**config.mk**
```make
export PLATFORM = sky130hd
export DESIGN_NAME = spram_fifo
export DESIGN_NICKNAME = d
export VERILOG_FILES = /design/src/rtl/spram_fifo_pkg.sv /design/src/rtl/spram_fifo_ram.sv /design/src/rtl/spram_fifo.sv
export SDC_FILE = /design/constraint.sdc
export NUM_CORES = 1
export LEC_CHECK = 0
export ABC_AREA = 1
export CORE_MARGIN = 4
export CORE_UTILIZATION = 48
export CTS_BUF_LIST = sky130_fd_sc_hd__clkbuf_4
export DETAILED_ROUTE_END_ITERATION = 12
export GPL_TIMING_DRIVEN = 1
export PLACE_DENSITY = 0.66
export SLEW_MARGIN = 20
export SYNTH_ARGS = -nofsm -noshare
export SYNTH_HDL_FRONTEND = slang
export SYNTH_HIERARCHICAL = 1
export SYNTH_SLANG_ARGS = --single-unit
```
**constraint.sdc**
```tcl
create_clock -name clk -period 3.9 [get_ports clk]
set_input_delay 0.78 -clock clk [delete_from_list [all_inputs] [get_ports clk]]
set_output_delay 0.78 -clock clk [all_outputs]
set_load 0.01 [all_outputs]
```
**src/rtl/spram_fifo_pkg.sv**
```systemverilog
// Shared types for spram_fifo.
// entry_t/word_t describe the default-width entry and the two-entry RAM word
// (element 0 is the older entry). ram_op_e names the single RAM access the
// arbiter may issue per cycle.
package spram_fifo_pkg;

  localparam int unsigned DATA_WIDTH_DEF = 8;

  typedef logic [DATA_WIDTH_DEF-1:0] entry_t;
  typedef entry_t [1:0]              word_t;

  typedef enum logic [1:0] {
    RAM_IDLE,
    RAM_RD,
    RAM_WR
  } ram_op_e;

  // Two entries per RAM word.
  function automatic int unsigned ram_words(input int unsigned depth);
    return depth / 2;
  endfunction

endpackage

```
**src/rtl/spram_fifo_ram.sv**
```systemverilog
// Behavioural single-port RAM: one access per cycle, 1-cycle read latency.
// Ports: clk, en (access strobe), we (1=write, 0=read), addr, din, dout
// (registered read data, held until the next read).
module spram_fifo_ram #(
  parameter int unsigned WIDTH = 16,
  parameter int unsigned DEPTH = 16,
  parameter int unsigned AW    = 4
) (
  input  logic             clk,
  input  logic             en,
  input  logic             we,
  input  logic [AW-1:0]    addr,
  input  logic [WIDTH-1:0] din,
  output logic [WIDTH-1:0] dout
);

  logic [WIDTH-1:0] mem [DEPTH];

  always_ff @(posedge clk) begin
    if (en) begin
      if (we) mem[addr] <= din;
      else    dout      <= mem[addr];
    end
  end

endmodule

```
**src/rtl/spram_fifo.sv**
```systemverilog
// Synchronous FIFO whose bulk storage is a single-port RAM holding two
// entries per word, so sustained simultaneous read+write at one entry/cycle
// each needs the RAM only every other cycle per side.
// Ports: clk, rst_n (async, active-low); ren/rdata (registered)/empty;
// wen/wdata/full; count = occupancy modulo FIFO_DEPTH.
// Define SPRAM_FIFO_ASSERT_EN to compile in SVA protocol/consistency checks.
//
// Logical entry order, oldest first:
//   rs (read-side buffer: 2-entry unpack + 1 prefetched word, 0..4 entries)
//   -> RAM word in flight -> RAM -> pending write word -> pack register.
module spram_fifo
  import spram_fifo_pkg::*;
#(
  parameter int unsigned DATA_WIDTH = DATA_WIDTH_DEF,
  parameter int unsigned FIFO_DEPTH = 32,
  parameter int unsigned ADDR_WIDTH = $clog2(FIFO_DEPTH)
) (
  input  logic                  clk,
  input  logic                  rst_n,
  input  logic                  ren,
  output logic [DATA_WIDTH-1:0] rdata,
  output logic                  empty,
  input  logic                  wen,
  input  logic [DATA_WIDTH-1:0] wdata,
  output logic                  full,
  output logic [ADDR_WIDTH-1:0] count
);

  localparam int unsigned WORDS = ram_words(FIFO_DEPTH);
  localparam int unsigned WAW   = ADDR_WIDTH - 1;

  typedef logic [DATA_WIDTH-1:0]      data_t;
  typedef logic [1:0][DATA_WIDTH-1:0] pair_t;
  typedef logic [3:0][DATA_WIDTH-1:0] rsbuf_t;

  logic [ADDR_WIDTH:0]   occ_q, occ_d;
  logic                  full_q, full_d, empty_q, empty_d;
  data_t                 rdata_q, rdata_d;
  rsbuf_t                rs_q, rs_d;
  logic [2:0]            rs_cnt_q, rs_cnt_d;
  logic                  inflight_q, inflight_d;
  logic [ADDR_WIDTH-1:0] ram_words_q, ram_words_d;
  logic [WAW-1:0]        wr_ptr_q, wr_ptr_d, rd_ptr_q, rd_ptr_d;
  pair_t                 pend_q, pend_d;
  logic                  pend_vld_q, pend_vld_d;
  data_t                 pack_q, pack_d;
  logic                  pack_vld_q, pack_vld_d;

  logic                  wr_acc, rd_acc, dout_taken, rd_issue, wr_issue;
  ram_op_e               ram_op;
  logic [WAW-1:0]        ram_addr;
  pair_t                 ram_din, ram_dout;

  // Append a word at position 'at' of the read-side buffer.
  function automatic rsbuf_t put_pair(input rsbuf_t rb_in, input logic [2:0] at,
                                      input pair_t w);
    rsbuf_t rb;
    rb = rb_in;
    case (at)
      3'd0:    rb[1:0] = w;
      3'd1:    rb[2:1] = w;
      default: rb[3:2] = w;
    endcase
    return rb;
  endfunction

  always_comb begin
    wr_acc      = wen & ~full_q;
    rd_acc      = ren & ~empty_q;
    rdata_d     = rdata_q;
    rs_d        = rs_q;
    rs_cnt_d    = rs_cnt_q;
    inflight_d  = 1'b0;
    ram_words_d = ram_words_q;
    wr_ptr_d    = wr_ptr_q;
    rd_ptr_d    = rd_ptr_q;
    pend_d      = pend_q;
    pend_vld_d  = pend_vld_q;
    pack_d      = pack_q;
    pack_vld_d  = pack_vld_q;
    dout_taken  = 1'b0;
    rd_issue    = 1'b0;
    wr_issue    = 1'b0;
    ram_addr    = rd_ptr_q;
    ram_din     = pend_q;

    // Pop the oldest entry. The arbiter keeps rs or the in-flight word
    // non-empty whenever RAM holds words, so the head is never inside RAM.
    if (rd_acc) begin
      if (rs_cnt_q != 3'd0) begin
        rdata_d  = rs_q[0];
        rs_d     = rs_q >> DATA_WIDTH;
        rs_cnt_d = rs_cnt_q - 3'd1;
      end else if (inflight_q) begin
        rdata_d    = ram_dout[0];
        rs_d[0]    = ram_dout[1];
        rs_cnt_d   = 3'd1;
        dout_taken = 1'b1;
      end else if (pend_vld_q) begin
        rdata_d    = pend_q[0];
        rs_d[0]    = pend_q[1];
        rs_cnt_d   = 3'd1;
        pend_vld_d = 1'b0;
      end else begin
        rdata_d    = pack_q;
        pack_vld_d = 1'b0;
      end
    end

    if (inflight_q && !dout_taken) begin
      rs_d     = put_pair(rs_d, rs_cnt_d, ram_dout);
      rs_cnt_d = rs_cnt_d + 3'd2;
    end

    // One RAM op per cycle. A refill at <=1 buffered entry always leaves >=2
    // next cycle, so the pending word is never held off twice in a row.
    if ((ram_words_q != '0) && (rs_cnt_d <= 3'd1)) begin
      rd_issue = 1'b1;
    end else if (pend_vld_d && (ram_words_q == '0) && !inflight_q && (rs_cnt_d <= 3'd2)) begin
      rs_d       = put_pair(rs_d, rs_cnt_d, pend_q);
      rs_cnt_d   = rs_cnt_d + 3'd2;
      pend_vld_d = 1'b0;
    end else if (pend_vld_d) begin
      wr_issue = 1'b1;
    end else if ((ram_words_q != '0) && (rs_cnt_d <= 3'd2)) begin
      rd_issue = 1'b1;
    end

    if (rd_issue) begin
      ram_addr    = rd_ptr_q;
      rd_ptr_d    = rd_ptr_q + WAW'(1);
      ram_words_d = ram_words_q - ADDR_WIDTH'(1);
      inflight_d  = 1'b1;
    end
    if (wr_issue) begin
      ram_addr    = wr_ptr_q;
      wr_ptr_d    = wr_ptr_q + WAW'(1);
      ram_words_d = ram_words_q + ADDR_WIDTH'(1);
      pend_vld_d  = 1'b0;
    end

    if (wr_acc) begin
      if (pack_vld_d) begin
        pend_d     = {wdata, pack_q};
        pend_vld_d = 1'b1;
        pack_vld_d = 1'b0;
      end else begin
        pack_d     = wdata;
        pack_vld_d = 1'b1;
      end
    end

    case ({wr_acc, rd_acc})
      2'b10:   occ_d = occ_q + (ADDR_WIDTH+1)'(1);
      2'b01:   occ_d = occ_q - (ADDR_WIDTH+1)'(1);
      default: occ_d = occ_q;
    endcase
    full_d  = (occ_d == (ADDR_WIDTH+1)'(FIFO_DEPTH));
    empty_d = (occ_d == '0);

    ram_op = wr_issue ? RAM_WR : (rd_issue ? RAM_RD : RAM_IDLE);
  end

  always_ff @(posedge clk or negedge rst_n) begin
    if (!rst_n) begin
      occ_q       <= '0;
      full_q      <= 1'b0;
      empty_q     <= 1'b1;
      rdata_q     <= '0;
      rs_q        <= '0;
      rs_cnt_q    <= '0;
      inflight_q  <= 1'b0;
      ram_words_q <= '0;
      wr_ptr_q    <= '0;
      rd_ptr_q    <= '0;
      pend_q      <= '0;
      pend_vld_q  <= 1'b0;
      pack_q      <= '0;
      pack_vld_q  <= 1'b0;
    end else begin
      occ_q       <= occ_d;
      full_q      <= full_d;
      empty_q     <= empty_d;
      rdata_q     <= rdata_d;
      rs_q        <= rs_d;
      rs_cnt_q    <= rs_cnt_d;
      inflight_q  <= inflight_d;
      ram_words_q <= ram_words_d;
      wr_ptr_q    <= wr_ptr_d;
      rd_ptr_q    <= rd_ptr_d;
      pend_q      <= pend_d;
      pend_vld_q  <= pend_vld_d;
      pack_q      <= pack_d;
      pack_vld_q  <= pack_vld_d;
    end
  end

  spram_fifo_ram #(
    .WIDTH (2*DATA_WIDTH),
    .DEPTH (WORDS),
    .AW    (WAW)
  ) u_ram (
    .clk  (clk),
    .en   (ram_op != RAM_IDLE),
    .we   (ram_op == RAM_WR),
    .addr (ram_addr),
    .din  (ram_din),
    .dout (ram_dout)
  );

  assign rdata = rdata_q;
  assign empty = empty_q;
  assign full  = full_q;
  assign count = occ_q[ADDR_WIDTH-1:0];

`ifdef SPRAM_FIFO_ASSERT_EN
  a_wr_full: assert property (@(posedge clk) disable iff (!rst_n) !(wen && full_q))
    else $error("spram_fifo: write while full");
  a_rd_empty: assert property (@(posedge clk) disable iff (!rst_n) !(ren && empty_q))
    else $error("spram_fifo: read while empty");
  a_occ: assert property (@(posedge clk) disable iff (!rst_n) occ_q <= (ADDR_WIDTH+1)'(FIFO_DEPTH))
    else $error("spram_fifo: occupancy above depth");
  a_one_op: assert property (@(posedge clk) disable iff (!rst_n) !(rd_issue && wr_issue))
    else $error("spram_fifo: two RAM ops in one cycle");
  a_wdata_x: assert property (@(posedge clk) disable iff (!rst_n) !(wr_acc && $isunknown(wdata)))
    else $error("spram_fifo: X on wdata for accepted write");
  a_head: assert property (@(posedge clk) disable iff (!rst_n)
                           !((ram_words_q != '0) && (rs_cnt_q == 3'd0) && !inflight_q))
    else $error("spram_fifo: head entry left in RAM");
`endif

endmodule

```
==> qor.yml, run 1 <==
routing:
  drc: 0
  post_drt_wl_per_cell_um: 18.5
  vias_per_cell: 5.26
  dr_total_vias: 12800
  wl_um: 45000
  postRouteAntennaNets: 0
  drt_iter0_markers: 1122
  drtPass1Iterations: 6
sta:
  slew_viol_final: 0
  max_freq_mhz: 284
  fin_setup_tns_ns: 0
  clock_skew_ns: 0.0507
  finalCriticalPeriod_ns: 3.52
  hold_viol: 0
  period_share: 0.901
  max-slew-margin-rel: 0.317
  worst_slew_pin_slew_ns: 1.02
  grt_setup_unrepaired: "no"
  setup_violations: 0
  worst_slack_ns: 0.385
grt:
  grt_util_all_layers: 0.235
  gr-usage-met2: 0.354
  grt_pass1_vias: 12500
  grt_max_degree: 69
  grt_first_pass_wirelength_um: 70300
  use_met1: 0.334
  grt-ovfl-total: 0
  met3_usage: 0.0570
  grt_antenna_before_repair: 1
  top_usage_layer: "met2"
floorplan:
  core_area_um2: 34600
  start_util: 0.489
  die_y_um: 196
  dieArea_um2: 38300
  io_pins: 27
  die_x_um: 196
  num_rows: 68
logic_synthesis:
  netlist_instances: 1792
  synth_top_flop_cell: "edfxtp_1"
  synthArstFlopShare: 0.251
  yosys.cell_types.count: 45
  ys_warn_count: 6
  synth_fp_nets: 1821
  ys_seq_area_frac: 0.617
  postSynthAreaPerCell_um2: 9.44
  synth_edf_count: 272
  synth_area_um2: 16900
  ys_seq_elements: 363
clocking:
  ctsLongestPathBuffers: 3
  cts_hold_buffers: 0
  clock_latency_ns: 0.79
  path_clk_slew_ns: 0.08
  clock_sinks: 363
  cts-root-buf: "clkbuf_4"
  tritoncts: "built"
  cts_resized: 0
  cts_buffers: 97
  htreeDepth: 3
  post_cts_buffers: 0
worst_setup_path:
  end_kind: "register"
  reg2reg_to: "u_ram/mem[10][14]"
  worstSetupPathType: "reg2reg"
  setup.worst_path.start: "inflight_q"
  r2r_cells: 15
  critPathArrivalTime_ns: 3.96
  cp.required_ns: 4.35
  crit_path_start_kind: "register"
  critPathMaxFanout: 18
  r2r_start: "inflight_q"
  crit_end: "u_ram/mem[10][14]"
  r2r_slack_ns: 0.38
hold_path:
  worstHoldPathType: "in2async"
finish:
  drive_above_1_share: 0.142
  fillers: 3091
  fin_util: 0.555
  finalNetCount: 1936
  areaGrowthSynthToFinish_pct: 13.6
pwr:
  powerDensity_nw_per_um2: 945
  total_power_w: 0.0182
  p_leak_nw: 8.58
  peakVddDrop_v: 0.000395
place:
  post-place-ws_ns: 0.0106
  hpwl_um: 29100
  numPortBuffers: 26
  place_congestion: 0.950
run_status:
  outcome: "complete, no violations"
flow_run:
  max_cap_violations: 0
## layout make-up
| type | count | area [um^2] | share of cell area |
|---|---|---|---|
| repair buffers | 90 | 1000 | 0.0521 |
| inverters | 136 | 520 | 0.0271 |
| clock inverters | 27 | 120 | 0.00625 |
| well taps | 455 | 569 | 0.0296 |
| multi-input cells | 1219 | 5510 | 0.286 |
| diodes | 1 | 2.50 | 0.000130 |
| clock buffers | 141 | 1060 | 0.0551 |
| flip-flops and latches | 363 | 10400 | 0.543 |
## cells in the mapped netlist, drive strengths merged, types with 5 or more instances
cell	number	area [um^2]
dfrtp	90	2250
nand2	914	3530
a22oi	5	37.5
o22ai	21	131
edfxtp	272	8170
o211ai	16	120
o21ai	74	378
xnor2	5	43.8
a21oi	20	130
nor2	47	208
buf	56	403
nand4	5	37.5
o221ai	5	43.8
inv	136	521
nand3	65	403
clkbuf	18	67.6
ha	15	188
## cells by family (layout without fill, tap and decap cells)
| family | after synthesis | in the layout | synth area share |
|---|---|---|---|
| adders and majority gates | 17 | 17 | 0.0135 |
| muxes | 4 | 4 | 0.00266 |
| buffers and inverters | 210 | 394 | 0.0586 |
| xor gates and xnor gates | 9 | 9 | 0.00466 |
| other | 0 | 1 | 0 |
| AOI/OAI and AO/OA | 148 | 148 | 0.0528 |
| DFF | 363 | 363 | 0.617 |
| and+or+nand+nor | 1041 | 1041 | 0.251 |
## routing by layer
| layer | wire length [um] | vias to the layer above |
|---|---|---|
| met2 | 19900 | 572 |
| met4 | 1440 | 0 |
| met1 | 19700 | 6018 |
| li1 | - | 6100 |
| met3 | 3930 | 92 |
| met5 | 0 | - |
## report_power, final
part | internal, W | switching, W
logic | 0.00278 | 0.00566
clock network | 0.00165 | 0.00155
registers | 0.00544 | 0.00109
## placed cells by master, fill, tap and decap left out, drive strengths merged, types with 25 or more instances in the layout
cell type,Yosys,layout
nand2,914,914
clkdlybuf4s50,0,25
nor2,47,47
buf,56,65
nand3,65,65
edfxtp,272,272
dfrtp,90,90
clkbuf,18,141
inv,136,139
o21ai,74,74
## sequential cells by signal, indices dropped and copies added (netlist names), 3 cells and up
name	flops
wr_ptr_q	4
pend_q	16
rdata	8
rd_ptr_q	4
u_ram/dout	16
occ_q	6
u_ram/mem	256
pack_q	8
rs_cnt_q	3
rs_q	32
ram_words_q	5
## worst min path at each step
stage                  endpoint  slack [ns]
floorplan           rd_ptr_q[3]        0.45
global placement      pend_q[4]        0.46
detailed placement    pend_q[7]        0.47
CTS                    rs_q[11]        0.12
global route           rs_q[30]        0.20
finish                 rs_q[30]        0.12
## critical path: stages, from the launching register on
cell and delay, ns:
dfrtp_1 0.69, inv_4 0.21, nand2_4 0.16, nand2_1 0.10, nand3_2 0.16, nand2_4 0.09, nand2_4 0.09, nand3_1 0.14
nand3_4 0.13, nand3_4 0.13, nand2_1 0.13, o21ai_4 0.09, inv_4 0.23, nand3_1 0.26, nor2_1 0.31, buf_4 0.28
## metrics by stage
step	cells	cell area (um^2)	hold WS (ns)
after floorplan	1792	16900	0.445
after global placement	2263	18000	0.461
after detailed placement	2263	18000	0.472
after CTS	2431	19200	0.122
after global routing	2432	19200	0.200
final	2432	19200	0.123
Power figures use the tool's default switching activity.
==> inputs of run 2 (changes only) <==
Settings changed: SETUP_SLACK_MARGIN set to 0.3.
==> qor.yml, run 2 (synthesis results as in run 1) <==
pwr:
  peakVddDrop_v: 0.000395
  powerDensity_nw_per_um2: 945
  switching_share: 0.457
  seq_power_share: 0.359
  power_frac_comb: 0.464
  clock_power_share: 0.177
  p_leak_nw: 8.57
  power.switching_w: 0.00830
  p_int_w: 0.00987
  total_power_w: 0.0182
finish:
  top_regs: "u_ram/mem: 256 flops, rs_q: 32 flops"
  fin_util: 0.555
  areaGrowthSynthToFinish_pct: 13.6
  drive_above_1_share: 0.143
  seq_area_um2: 10400
  largest_register: "u_ram/mem"
  mostFrequentLayoutCell: "nand2_1"
  largest_reg_flops: 256
  final_cells: 2432
  finalNetCount: 1936
  final_cell_mix: "nand2_1, edfxtp_1, clkbuf_4, inv_1, dfrtp_1"
  multi_input_area_um2: 5510
  fillers: 3089
grt:
  grt-ovfl-total: 0
  grt_antenna_before_repair: 1
  grt_max_degree: 69
  grt_first_pass_wirelength_um: 70300
  grt_pass1_vias: 12500
  grt_util_all_layers: 0.235
routing:
  post_drt_wl_per_cell_um: 18.5
  postRouteAntennaNets: 0
  dr_total_vias: 12800
  drc: 0
  drt_iter0_markers: 1120
  vias_per_cell: 5.25
  drtPass1Iterations: 6
  wl_um: 44900
clocking:
  tritoncts: "built"
  path_clk_slew_ns: 0.08
  clock_latency_ns: 0.79
  ctsLongestPathBuffers: 3
  htreeDepth: 3
  cts-root-buf: "clkbuf_4"
  cts_buffers: 97
  post_cts_buffers: 0
  clock_sinks: 363
sta:
  hold_viol: 0
  max-slew-margin-rel: 0.311
  period_share: 0.839
  slew_viol_final: 0
  clock_skew_ns: 0.0504
  finalCriticalPeriod_ns: 3.27
  setup_violations: 0
  worst_slew_pin_slew_ns: 1.03
  fin_setup_tns_ns: 0
  worst_slack_ns: 0.629
  max_freq_mhz: 306
  grt_setup_unrepaired: "no"
place:
  place_congestion: 0.950
  post-place-ws_ns: 0.0106
  numPortBuffers: 26
  hpwl_um: 29100
  post-place-cells: 2263
worst_setup_path:
  worstSetupPathType: "reg2reg"
  crit_path_start_kind: "register"
  critPathArrivalTime_ns: 3.72
  r2r_slack_ns: 0.63
  end_kind: "register"
  critPathMaxFanout: 18
  r2r_cells: 16
  cp.required_ns: 4.35
floorplan:
  dieArea_um2: 38300
  io_pins: 27
  num_rows: 68
  core_area_um2: 34600
  die_x_um: 196
  start_util: 0.489
  die_y_um: 196
hold_path:
  worstHoldPathType: "in2async"
flow_run:
  max_cap_violations: 0
run_status:
  outcome: "complete, no violations"
[run 2: worst max-delay path: stages, from the launching register on]
cell and delay, ns:
dfrtp_2 0.53, inv_6 0.20, nand2_4 0.10, nand2_1 0.12, nand3_2 0.17, nand2_4 0.13
nand2_4 0.07, nand2_4 0.08, nand2_8 0.06, nand3_4 0.10, nand3_4 0.15, nand2_1 0.13
o21ai_4 0.09, inv_4 0.23, nand3_1 0.28, nor2_2 0.24, buf_4 0.26
[run 2: routing by layer]
layer,vias to the layer above,share of wire,GRT usage
met1,6051,0.44,0.334
met3,79,0.085,0.0570
li1,6101,-,-
met4,0,0.030,0.0913
met5,-,0,0
met2,534,0.44,0.354
[run 2: power by group through the flow]
stage	Clock, W	Sequential, W	Combinational [W]
floorplan	0	0.00598	0.00594
global placement	0	0.00656	0.00824
detailed placement	0	0.00658	0.00835
CTS	0.00329	0.00651	0.00839
global route	0.00353	0.00660	0.00947
finish	0.00321	0.00652	0.00844
[run 2: timing repair]
item                       CTS  global route
hold endpoints to repair     0             0
resized for setup            0             3
hold buffers                 0             0
setup endpoints to repair    0           104
[run 2: path summary, 6_finish.rpt]
check                                 from           endpoint
worst max-delay path            inflight_q  u_ram/mem[10][14]
max in group asynchronous            rst_n         inflight_q
min in group clk                 pack_q[0]          pend_q[0]
worst min-delay path                 rst_n           rs_q[30]
worst max register to register  inflight_q  u_ram/mem[10][14]
worst min register to register   pack_q[0]          pend_q[0]
[run 2: final cells by class]
| class | count | share of cell area |
|---|---|---|
| clock inverters | 27 | 0.00625 |
| flip-flops and latches | 363 | 0.543 |
| diodes | 1 | 0.000130 |
| well taps | 455 | 0.0296 |
| clock buffers | 141 | 0.0550 |
| repair buffers | 90 | 0.0520 |
| inverters | 136 | 0.0272 |
| multi-input cells | 1219 | 0.286 |
[run 2: metrics by stage]
stage / instance area, um^2 / hold WS, ns
after global placement: 18000 / 0.461
after detailed placement: 18000 / 0.472
after floorplan: 16900 / 0.445
after CTS: 19200 / 0.122
final: 19200 / 0.121
after global routing: 19200 / 0.200
